File: config.mk
export PLATFORM = sky130hd
export DESIGN_NAME = mem_access_unit
export DESIGN_NICKNAME = d
export VERILOG_FILES = /design/src/rtl/mem_access_unit.sv
export SDC_FILE = /design/constraint.sdc
export NUM_CORES = 1
export LEC_CHECK = 0
export BUFFER_PORTS_ARGS = -buffer_cell sky130_fd_sc_hd__clkbuf_2
export CAP_MARGIN = 20
export CORE_MARGIN = 5
export CORE_UTILIZATION = 45
export DETAILED_ROUTE_END_ITERATION = 10
export PLACE_DENSITY = 0.86
export SLEW_MARGIN = 20
export SYNTH_ARGS = -nofsm -noshare
export SYNTH_HDL_FRONTEND = slang
export SYNTH_SLANG_ARGS = --single-unit
export TNS_END_PERCENT = 100
File: constraint.sdc
create_clock -name clk -period 2.7 [get_ports clk]
set_clock_uncertainty 0.1 [all_clocks]
set_input_delay 0.27 -clock clk [delete_from_list [all_inputs] [get_ports clk]]
set_output_delay 0.27 -clock clk [all_outputs]
set_load 0.02 [all_outputs]
File: src/rtl/mem_access_unit.sv
//-----------------------------------------------------------------------------
// mem_access_unit
//
// MEM stage of the 5-stage RISC-V core. It consumes the EX/MEM pipeline
// register and does three things:
//   * runs load/store operations on the data-memory req/ack bus, including
//     byte lanes, alignment checks and sign/zero extension of loads;
//   * asks the pipeline controller to stall while an access is in flight;
//   * forwards the write-back triple (wd, wreg, wdata) to MEM/WB.
//
// Parameters
//   TIMEOUT       maximum BUSY cycles spent waiting for dm_ack (0 = no limit)
//
// Ports
//   clk           clock, rising edge
//   rst           asynchronous reset, active low
//   stall[5:0]    pipeline stall vector; bit 4 holds the MEM stage
//   mem_aluop     operation code from EX/MEM
//   mem_mem_addr  byte address
//   mem_reg2      store data
//   mem_wd        destination register
//   mem_wreg      write-register flag
//   mem_wdata     ALU result, used by non-memory ops
//   dm_req        bus request (registered)
//   dm_we         1 = store (registered)
//   dm_addr       word-aligned bus address (registered)
//   dm_be         byte enables (registered)
//   dm_wdata      lane-replicated store data (registered)
//   dm_rdata      read data, valid only together with dm_ack
//   dm_ack        single-cycle completion strobe
//   stallreq_mem  stall request to the pipeline controller
//   wb_wd         destination register to MEM/WB
//   wb_wreg       write-enable to MEM/WB
//   wb_wdata      write-back data to MEM/WB
//   misalign      misaligned-access flag (combinational)
//   bus_err       one-cycle pulse when an access times out
//-----------------------------------------------------------------------------
module mem_access_unit #(
  parameter int TIMEOUT = 16
) (
  input  logic        clk,
  input  logic        rst,
  input  logic [5:0]  stall,
  input  logic [4:0]  mem_aluop,
  input  logic [31:0] mem_mem_addr,
  input  logic [31:0] mem_reg2,
  input  logic [4:0]  mem_wd,
  input  logic        mem_wreg,
  input  logic [31:0] mem_wdata,
  output logic        dm_req,
  output logic        dm_we,
  output logic [31:0] dm_addr,
  output logic [3:0]  dm_be,
  output logic [31:0] dm_wdata,
  input  logic [31:0] dm_rdata,
  input  logic        dm_ack,
  output logic        stallreq_mem,
  output logic [4:0]  wb_wd,
  output logic        wb_wreg,
  output logic [31:0] wb_wdata,
  output logic        misalign,
  output logic        bus_err
);

  // Memory opcodes; every other aluop value is a non-memory operation.
  localparam logic [4:0] OP_LB  = 5'b10000;
  localparam logic [4:0] OP_LH  = 5'b10001;
  localparam logic [4:0] OP_LW  = 5'b10010;
  localparam logic [4:0] OP_LBU = 5'b10011;
  localparam logic [4:0] OP_LHU = 5'b10100;
  localparam logic [4:0] OP_SB  = 5'b10101;
  localparam logic [4:0] OP_SH  = 5'b10110;
  localparam logic [4:0] OP_SW  = 5'b10111;

  // The timer only ever counts up to TIMEOUT-1.
  localparam int              TW         = (TIMEOUT > 1) ? $clog2(TIMEOUT) : 1;
  localparam logic [TW-1:0]   TIMER_LAST = TW'((TIMEOUT > 0) ? TIMEOUT - 1 : 0);

  typedef enum logic [1:0] {
    SZ_BYTE,
    SZ_HALF,
    SZ_WORD
  } size_e;

  typedef struct packed {
    logic  is_mem;
    logic  is_load;
    logic  is_unsigned;
    size_e size;
  } mem_op_t;

  typedef enum logic [1:0] {
    S_IDLE,
    S_BUSY,
    S_DONE
  } state_e;

  state_e        state_q;
  state_e        state_d;
  mem_op_t       op;
  logic [3:0]    req_be;
  logic [31:0]   req_wdata;
  logic          start;
  logic          timeout_hit;

  // Attributes of the access in flight, captured when it starts.
  logic          ld_q;
  logic          unsigned_q;
  size_e         size_q;
  logic [1:0]    off_q;
  logic [TW-1:0] timer_q;
  logic [31:0]   rdata_q;
  logic          err_q;

  logic [7:0]    byte_sel;
  logic [15:0]   half_sel;
  logic [31:0]   load_ext;

  // Only the MEM-stage hold bit matters here.
  logic          unused_stall;
  assign unused_stall = ^{stall[5], stall[3:0]};

  //---------------------------------------------------------------------------
  // Opcode decode
  //---------------------------------------------------------------------------
  // NOTE: every signal written in a combinational block gets a default first,
  // so no path through the case leaves it unassigned and no latch is inferred.
  always_comb begin
    op = '{is_mem: 1'b0, is_load: 1'b0, is_unsigned: 1'b0, size: SZ_WORD};
    unique case (mem_aluop)
      OP_LB:   op = '{is_mem: 1'b1, is_load: 1'b1, is_unsigned: 1'b0, size: SZ_BYTE};
      OP_LH:   op = '{is_mem: 1'b1, is_load: 1'b1, is_unsigned: 1'b0, size: SZ_HALF};
      OP_LW:   op = '{is_mem: 1'b1, is_load: 1'b1, is_unsigned: 1'b0, size: SZ_WORD};
      OP_LBU:  op = '{is_mem: 1'b1, is_load: 1'b1, is_unsigned: 1'b1, size: SZ_BYTE};
      OP_LHU:  op = '{is_mem: 1'b1, is_load: 1'b1, is_unsigned: 1'b1, size: SZ_HALF};
      OP_SB:   op = '{is_mem: 1'b1, is_load: 1'b0, is_unsigned: 1'b0, size: SZ_BYTE};
      OP_SH:   op = '{is_mem: 1'b1, is_load: 1'b0, is_unsigned: 1'b0, size: SZ_HALF};
      OP_SW:   op = '{is_mem: 1'b1, is_load: 1'b0, is_unsigned: 1'b0, size: SZ_WORD};
      default: ;
    endcase
  end

  // Halfwords must sit on even addresses, words on multiples of four.
  always_comb begin
    misalign = 1'b0;
    if (op.is_mem) begin
      unique case (op.size)
        SZ_HALF: misalign = mem_mem_addr[0];
        SZ_WORD: misalign = (mem_mem_addr[1:0] != 2'b00);
        default: misalign = 1'b0;
      endcase
    end
  end

  //---------------------------------------------------------------------------
  // Byte lanes and store-data replication for the access about to start
  //---------------------------------------------------------------------------
  always_comb begin
    req_be    = 4'b1111;
    req_wdata = 32'h0;
    if (op.is_mem && !op.is_load) begin
      unique case (op.size)
        SZ_BYTE: begin
          req_be    = 4'b0001 << mem_mem_addr[1:0];
          req_wdata = {4{mem_reg2[7:0]}};
        end
        SZ_HALF: begin
          req_be    = mem_mem_addr[1] ? 4'b1100 : 4'b0011;
          req_wdata = {2{mem_reg2[15:0]}};
        end
        default: begin
          req_be    = 4'b1111;
          req_wdata = mem_reg2;
        end
      endcase
    end
  end

  //---------------------------------------------------------------------------
  // Load lane selection and extension, applied to dm_rdata as it arrives
  //---------------------------------------------------------------------------
  always_comb begin
    byte_sel = dm_rdata[{off_q, 3'b000} +: 8];
    half_sel = off_q[1] ? dm_rdata[31:16] : dm_rdata[15:0];
    load_ext = dm_rdata;
    unique case (size_q)
      SZ_BYTE: load_ext = unsigned_q ? {24'h0, byte_sel} : {{24{byte_sel[7]}}, byte_sel};
      SZ_HALF: load_ext = unsigned_q ? {16'h0, half_sel} : {{16{half_sel[15]}}, half_sel};
      default: load_ext = dm_rdata;
    endcase
  end

  assign start       = (state_q == S_IDLE) && op.is_mem && !misalign;
  assign timeout_hit = (TIMEOUT != 0) && (timer_q == TIMER_LAST);

  //---------------------------------------------------------------------------
  // FSM: state register
  //---------------------------------------------------------------------------
  // NOTE: clocked blocks use non-blocking assignments only, so every register
  // samples the pre-edge values regardless of block or statement order.
  always_ff @(posedge clk or negedge rst) begin
    if (!rst) begin
      state_q <= S_IDLE;
    end else begin
      state_q <= state_d;
    end
  end

  //---------------------------------------------------------------------------
  // FSM: next-state logic
  //---------------------------------------------------------------------------
  always_comb begin
    state_d = state_q;
    unique case (state_q)
      S_IDLE: if (start) state_d = S_BUSY;
      S_BUSY: if (dm_ack || timeout_hit) state_d = S_DONE;
      S_DONE: if (!stall[4]) state_d = S_IDLE;
      default: state_d = S_IDLE;
    endcase
  end

  //---------------------------------------------------------------------------
  // FSM: outputs to the controller and MEM/WB
  //---------------------------------------------------------------------------
  always_comb begin
    stallreq_mem = 1'b0;
    wb_wd        = mem_wd;
    wb_wreg      = 1'b0;
    wb_wdata     = 32'h0;
    unique case (state_q)
      S_IDLE: begin
        if (!op.is_mem) begin
          wb_wreg  = mem_wreg;
          wb_wdata = mem_wdata;
        end else if (!misalign) begin
          stallreq_mem = 1'b1;
        end
      end
      S_BUSY: stallreq_mem = 1'b1;
      S_DONE: begin
        // A timed-out load must not write its (stale) data back.
        if (ld_q) begin
          wb_wreg  = mem_wreg & ~err_q;
          wb_wdata = rdata_q;
        end
      end
      default: ;
    endcase
  end

  //---------------------------------------------------------------------------
  // Bus-side registers, access attributes, timer and error flag
  //---------------------------------------------------------------------------
  // NOTE: these registers drive the bus and the write-back path directly, so
  // all of them are reset; an un-reset dm_req could issue a spurious cycle.
  always_ff @(posedge clk or negedge rst) begin
    if (!rst) begin
      dm_req     <= 1'b0;
      dm_we      <= 1'b0;
      dm_addr    <= 32'h0;
      dm_be      <= 4'h0;
      dm_wdata   <= 32'h0;
      ld_q       <= 1'b0;
      unsigned_q <= 1'b0;
      size_q     <= SZ_WORD;
      off_q      <= 2'b00;
      timer_q    <= '0;
      rdata_q    <= 32'h0;
      err_q      <= 1'b0;
      bus_err    <= 1'b0;
    end else begin
      bus_err <= 1'b0;

      if (start) begin
        dm_req     <= 1'b1;
        dm_we      <= ~op.is_load;
        dm_addr    <= {mem_mem_addr[31:2], 2'b00};
        dm_be      <= req_be;
        dm_wdata   <= req_wdata;
        ld_q       <= op.is_load;
        unsigned_q <= op.is_unsigned;
        size_q     <= op.size;
        off_q      <= mem_mem_addr[1:0];
        timer_q    <= '0;
      end

      // An ack arriving on the last allowed cycle still completes normally.
      if (state_q == S_BUSY) begin
        if (dm_ack) begin
          dm_req  <= 1'b0;
          rdata_q <= load_ext;
        end else if (timeout_hit) begin
          dm_req  <= 1'b0;
          bus_err <= 1'b1;
          err_q   <= 1'b1;
        end else begin
          timer_q <= timer_q + TW'(1);
        end
      end

      if ((state_q == S_DONE) && !stall[4]) begin
        err_q <= 1'b0;
      end
    end
  end

endmodule

# [Word level (Yosys, flattened, before mapping)]
# Cells that the tools add are included.
[classes] n_addsub=1 n_eq_ne=18 shifts=2 muxes=40 bitwise_logic=3 n_reduce_logical=17
[ops] cell="32-bit case mux with 2 select lines" count=3
[ops] cell="32-bit two-way mux" count=5
[ops] cell="5-bit equality test, second input constant" count=8
[ops] cell="5-bit case mux with 8 select lines" count=1
[ops] cell="32-bit by 6-bit indexed part select with 8-bit output" count=1
[ops] cell="4-bit two-way mux" count=6
[ops] cell="1-bit two-way mux" count=16
[ops] cell="16-bit two-way mux" count=1
[ops] cell="4-bit case mux with 2 select lines" count=1
[ops] cell="2-bit by 1-bit equality test with 1-bit output, second input constant" count=3
[ops] cell="2-bit logical NOT" count=3
[ops] cell="2-bit two-way mux" count=3
[ops] cell="2-bit != test, second input constant" count=3
[ops] cell="1-bit case mux with 2 select lines" count=3
[ops] cell="2-bit case mux with 3 select lines" count=1
[ops] cell="3-bit AND reduction" count=2
[ops] cell="2-bit nonzero test" count=3
[ops] cell="4-bit by 1-bit adder with 4-bit output, second input constant" count=1
[ops] cell="2-bit equality test, second input constant" count=2
[ops] cell="4-bit equality test, second input constant" count=1
[ops] cell="1-bit logical AND" count=4
[ops] cell="1-bit by 2-bit << shifter with 4-bit output, first input constant" count=1
[ops] cell="1-bit logical NOT" count=3
[ops] cell="2-bit by 1-bit != test with 1-bit output, second input constant" count=1
[ops] cell="4 further kinds" count=5
[totals] ff_bits=114

# [Depth between registers and ports, before layout]
[logic_depth] depth_word=11 ltp_mapped=12 ltp_nobuf=9

# [Worst setup path after synthesis]
# OpenSTA, ideal clock, no wires.
[synth_timing] kind="input to output" startpoint="input mem_aluop[2]" endpoint="output stallreq_mem" t_arrival_ps=1891 path_slack_ps=439 cell_stages=9 n_path_buf=2 cell_sequence="nand2b_1 o21ai_0 nand2_1 ha_1 nand2b_1 o211ai_1 buf_2 buf_2 nand2b_1"
[synth_between] elab_chain_cells=8 word_cells_on_any_way=16 classes_between="eq/ne: 10; mux: 6"
[synth_lines] element="from (decl)" line="44" source="input logic [4:0] mem_aluop,"
[synth_lines] element="5-bit equality test" line="130" source="unique case (mem_aluop)"
[synth_lines] element="5-bit case mux with 8 select lines *" line="130"
[synth_lines] element="2-bit equality test / 2-bit by 1-bit equality test with 1-bit output (equally long branches)" line="147" source="unique case (op.size)"
[synth_lines] element="1-bit case mux with 2 select lines" line="147"
[synth_lines] element="1-bit two-way mux" line="146" source="if (op.is_mem) begin"
[synth_lines] element="1-bit two-way mux" line="235" source="end else if (!misalign) begin"
[synth_lines] element="1-bit two-way mux *" line="232" source="if (!op.is_mem) begin"
[synth_lines] element="1-bit case mux with 2 select lines *" line="230" source="unique case (state_q)"
[synth_lines] element="to (decl)" line="57" source="output logic stallreq_mem,"
# Every way passes the cells marked *; elsewhere a longest branch is shown, timed or not.

# [Worst setup path in the final report]
[layout_timing] startpoint="register state_q[1]" endpoint="output wb_wreg"
[layout_between] elab_chain_cells=2 word_cells_on_any_way=3 classes_between="eq/ne: 1; mux: 1; reduce/logical: 1"
[layout_lines] element="from (decl)" line="98" source="state_e state_q;"
[layout_lines] element="from (signal assigned)" line="205" source="state_q <= state_d;"
[layout_lines] element="2-bit equality test / 2-bit logical NOT (equally long branches)" line="230"
[layout_lines] element="1-bit case mux with 2 select lines *" line="230"
[layout_lines] element="to (decl)" line="59" source="output logic wb_wreg,"
# Marks and branches as above.

==> results.txt <==
* Most common cell after layout, fill and taps aside: sky130_fd_sc_hd__clkbuf_2
- Least-Margin Pin Slew: 859 ps
* Maximum clock insertion buffer count: 2
- The count of final max-slew check failures came to 0.
- After detailed routing, the average wire length per cell comes to 18.9 µm.
* Via total after detailed routing: 5,368
* Overall die width: 122 µm
* Via count of the first global-routing pass: 5,398
- After detailed placement, the total cell area comes to 7070 µm².
- Most used cells in the layout excluding fill and tap cells: 240 x sky130_fd_sc_hd__clkbuf_2, 113 x sky130_fd_sc_hd__dfrtp_1, 70 x sky130_fd_sc_hd__nand2_1
* Largest family of logic cells by synthesized area: compound AO/OA/AOI/OAI gates
* Inserted Clock Buffers: 17
- Synthesized cell area: 5690 µm²
- Top sig layer: met4
* Final HPWL from detailed placement: 13,200 µm
- Switching portion of total power: 0.381
- After synthesis, the share of cell area in mux cells is 0.127.
- Count of final hold-check violations: 0
- In the synthesized netlist, the number of instances is 530.
- Entering global routing, the biggest net connects 50 pins.
- Each instance of the synthesized netlist takes up on average 10.7 µm².
* DRC violation count after routing: 0
- Summed over all cells, the static leakage comes to 4.03 nW.
- The clock drives 114 sinks.
* Pre-CTS setup slack: 210 ps
- Post-Synth XOR/XNOR Area: 0.00154
- Power density over the cells: 1040 nW/µm²
- Root buffer cell: sky130_fd_sc_hd__clkbuf_16
- The number of antenna violations at the first check in global routing came to 0.
- Top-level port count: 259
* Die height: 122 µm
* Warnings, synthesis: 0
- Wire length on met2: 9340 µm
* Setup tns final: 0 ps
* Nature of the critical path endpoint: output pin
* Met3 wirelength from detailed routing: 1850 µm
* Arrival time of the worst setup path: 2090 ps
* Compound-Gate Fraction of Synth Area: 0.181
- Clock network power share: 0.265
- 0 antenna diodes ended up in the layout.
- Once placement completed, the tool counted placed cells totaling 917.
* Number of I/O port buffers: 241
- For this block, wires on met1 add up to 6750 µm.
- The analysis attributes to net switching a power of 0.00316 W.
- The share of total power dissipated in sequential elements is 0.345.
- Setup violations remaining at the end of the flow were counted as 0.
- Global router's overall resource usage: 0.244
- Initial DRC count: 379
* Last weighted congestion value of the routability-driven placer: 0.827
* Share of synthesized cell area in full adder, half adder and majority cells: 0.00880
* Detailed-route wire length: 18,500 µm
- Max-slew headroom at the worst pin: 0.426
- Across the run, the number of max-cap violations was 0.
- Final setup slack of the worst path: 237 ps
- Of all nets on the critical path, the largest fanout is 33.
- Maximum clock frequency: 406 MHz
- Data on the critical path is required at its endpoint by 2330 ps.
- Of the total power, combinational logic draws 0.391.
- Crit path kind: reg2out
* Hold crit path type: in2reg
- Of the total synthesized cell area, the portion taken by AND, OR, NAND and NOR gates is 0.126.
- For this run the aggregate overflow at the end of global routing stands at 0.
* Layout cell share with drive strength beyond 1: 0.442
* Worst IR drop on VDD: 542 µV
- CTS tree: built
- Yosys mapped the design onto 44 distinct sky130hd cell types.
- Excluding fillers, the count of instances in the completed layout stands at 979.
- The worst setup path is launched from a flop.
- Clock-pin slew on the worst setup and hold paths: 50 ps
- Global-route wire length before repair: 27,900 µm
* Pre-Repair DR Iteration Count: 6
* Resized cells post-CTS: 0
* Final design area excluding fillers: 7970 µm²
- Hold WS: 22.7 ps
- RSZ-0062 raised after global routing: no
- Shortest period the worst path allows: 2460 ps
- The H-tree was split into 4 levels.
* FF+latch count, synth: 114
- The die covers 15,000 µm².
* Total internal power: 0.00513 W
- From synthesis to final layout, the design area changed by 40.1%.
- Share of the yosys chip area belonging to registers: 0.502
- Clock latency on the worst-skew pair, taken at its later pin, is 400 ps.
- Share of the clock period used by the worst path after layout: 0.912
- The final layout contains 948 nets.
- Antenna viol nets, final: 0
- In the routed layout, each cell is associated on average with a via count of 5.48.
- Starting density of the core: 0.455
- Run status: complete, no violations
* Core box area: 12,500 µm²
- The floorplan has 41 rows.
[worst paths after layout]
| kind | startpoint | endpoint | slack (ps) | depth (start not counted) |
|---|---|---|---|---|
| min reg2reg | dm_wdata[16] | dm_wdata[16] | 380 | 2 |
| max | state_q[1] | wb_wreg | 240 | 6 |
| max reg2reg | off_q[0] | rdata_q[13] | 740 | 3 |
| max in group asynchronous | rst | dm_addr[19] | 1430 | 3 |
| min in group asynchronous | rst | dm_addr[24] | 320 | 2 |
| min | mem_mem_addr[31] | dm_addr[31] | 20 | 2 |
[cell usage after synthesis (all sizes together)]
| library cell | instances | area, µm² |
|---|---|---|
| o21bai | 1 | 7.51 |
| mux2 | 40 | 450 |
| a211oi | 1 | 12.5 |
| nand2b | 4 | 25.0 |
| nor2b | 5 | 31.3 |
| dfstp | 1 | 26.3 |
| o21ai | 51 | 327 |
| a221oi | 1 | 8.76 |
| a22o | 49 | 429 |
| xnor2 | 1 | 8.76 |
| mux4 | 1 | 22.5 |
| or3b | 1 | 8.76 |
| nand2 | 70 | 263 |
| nor3 | 3 | 15.0 |
| a22oi | 1 | 7.51 |
| a222oi | 7 | 70.1 |
| or2 | 1 | 6.26 |
| o41ai | 1 | 8.76 |
| a21o | 1 | 7.51 |
| and2 | 2 | 12.5 |
| nor3b | 3 | 27.5 |
| a31oi | 1 | 6.26 |
| a21oi | 12 | 60.1 |
| nor2 | 9 | 33.8 |
| and3b | 1 | 8.76 |
| a2bb2oi | 2 | 17.5 |
| a32oi | 2 | 17.5 |
| o21a | 1 | 7.51 |
| dfrtp | 113 | 2830 |
| conb | 1 | 3.75 |
| nand3 | 38 | 190 |
| inv | 12 | 45.0 |
| nand3b | 11 | 82.6 |
| clkbuf | 20 | 75.1 |
| buf | 27 | 180 |
| nor4b | 1 | 15.0 |
| ha | 4 | 50.1 |
| mux2i | 25 | 250 |
| o211ai | 5 | 42.5 |
[through the flow]
stage	power, W	util
floorplan	0.00490	-
global placement	0.00596	0.565
detailed placement	0.00607	0.565
CTS	0.00831	0.635
global route	0.00876	0.637
finish	0.00829	0.637
[critical path, cell delays in order, from the launching register on]
cell and delay [ps]:
sky130_fd_sc_hd__dfrtp_1 500, sky130_fd_sc_hd__nor2b_1 260, sky130_fd_sc_hd__and2_1 150, sky130_fd_sc_hd__buf_4 320, sky130_fd_sc_hd__nor2b_1 180, sky130_fd_sc_hd__o21a_1 110
sky130_fd_sc_hd__clkbuf_2 170
[cells by family (layout without fill, tap and decap cells)]
kind of cell,Yosys count,after routing
simple gates,149,149
compound gates,136,136
fa+ha+maj,4,4
xor+xnor,1,1
mux,66,66
buf+inv,59,335
other cells,1,2
flops,114,114
[what timing repair did]
item,4_1_cts,5_1_grt
hold buffers,30,2
endpoints found under the setup margin,0,0
endpoints found under the hold margin,70,2
buffers inserted,0,0
[area by class of cell]
cell class	instances	area [µm²]
Clock buffer	26	539
Clock inverter	4	45.0
Fill cell	1036	4550
Inverter	12	45.0
Multi-Input combinational cell	358	2540
Sequential cell	114	2850
Tap cell	172	215
Timing Repair Buffer	293	1730
[layer usage]
layer	vias up	track usage
li1	2441	-
met1	2577	0.270
met3	43	0.0908
met4	0	0.112
met5	-	0
met2	307	0.417
[power groups by stage]
stage | combinational, W | sequential [W] | clock, W
CTS | 0.00325 | 0.00285 | 0.00221
detailed placement | 0.00321 | 0.00286 | 0
global route | 0.00349 | 0.00295 | 0.00232
finish | 0.00324 | 0.00286 | 0.00220
global placement | 0.00312 | 0.00283 | 0
floorplan | 0.00167 | 0.00323 | 0
[sequential cells by signal (all words and copies together), names as in the netlist, 2 cells and up]
register,count
dm_be,4
state_q,2
size_q,2
off_q,2
dm_addr,30
rdata_q,32
dm_wdata,32
timer_q,4
Note: power is estimated with default switching activity, not from simulation.
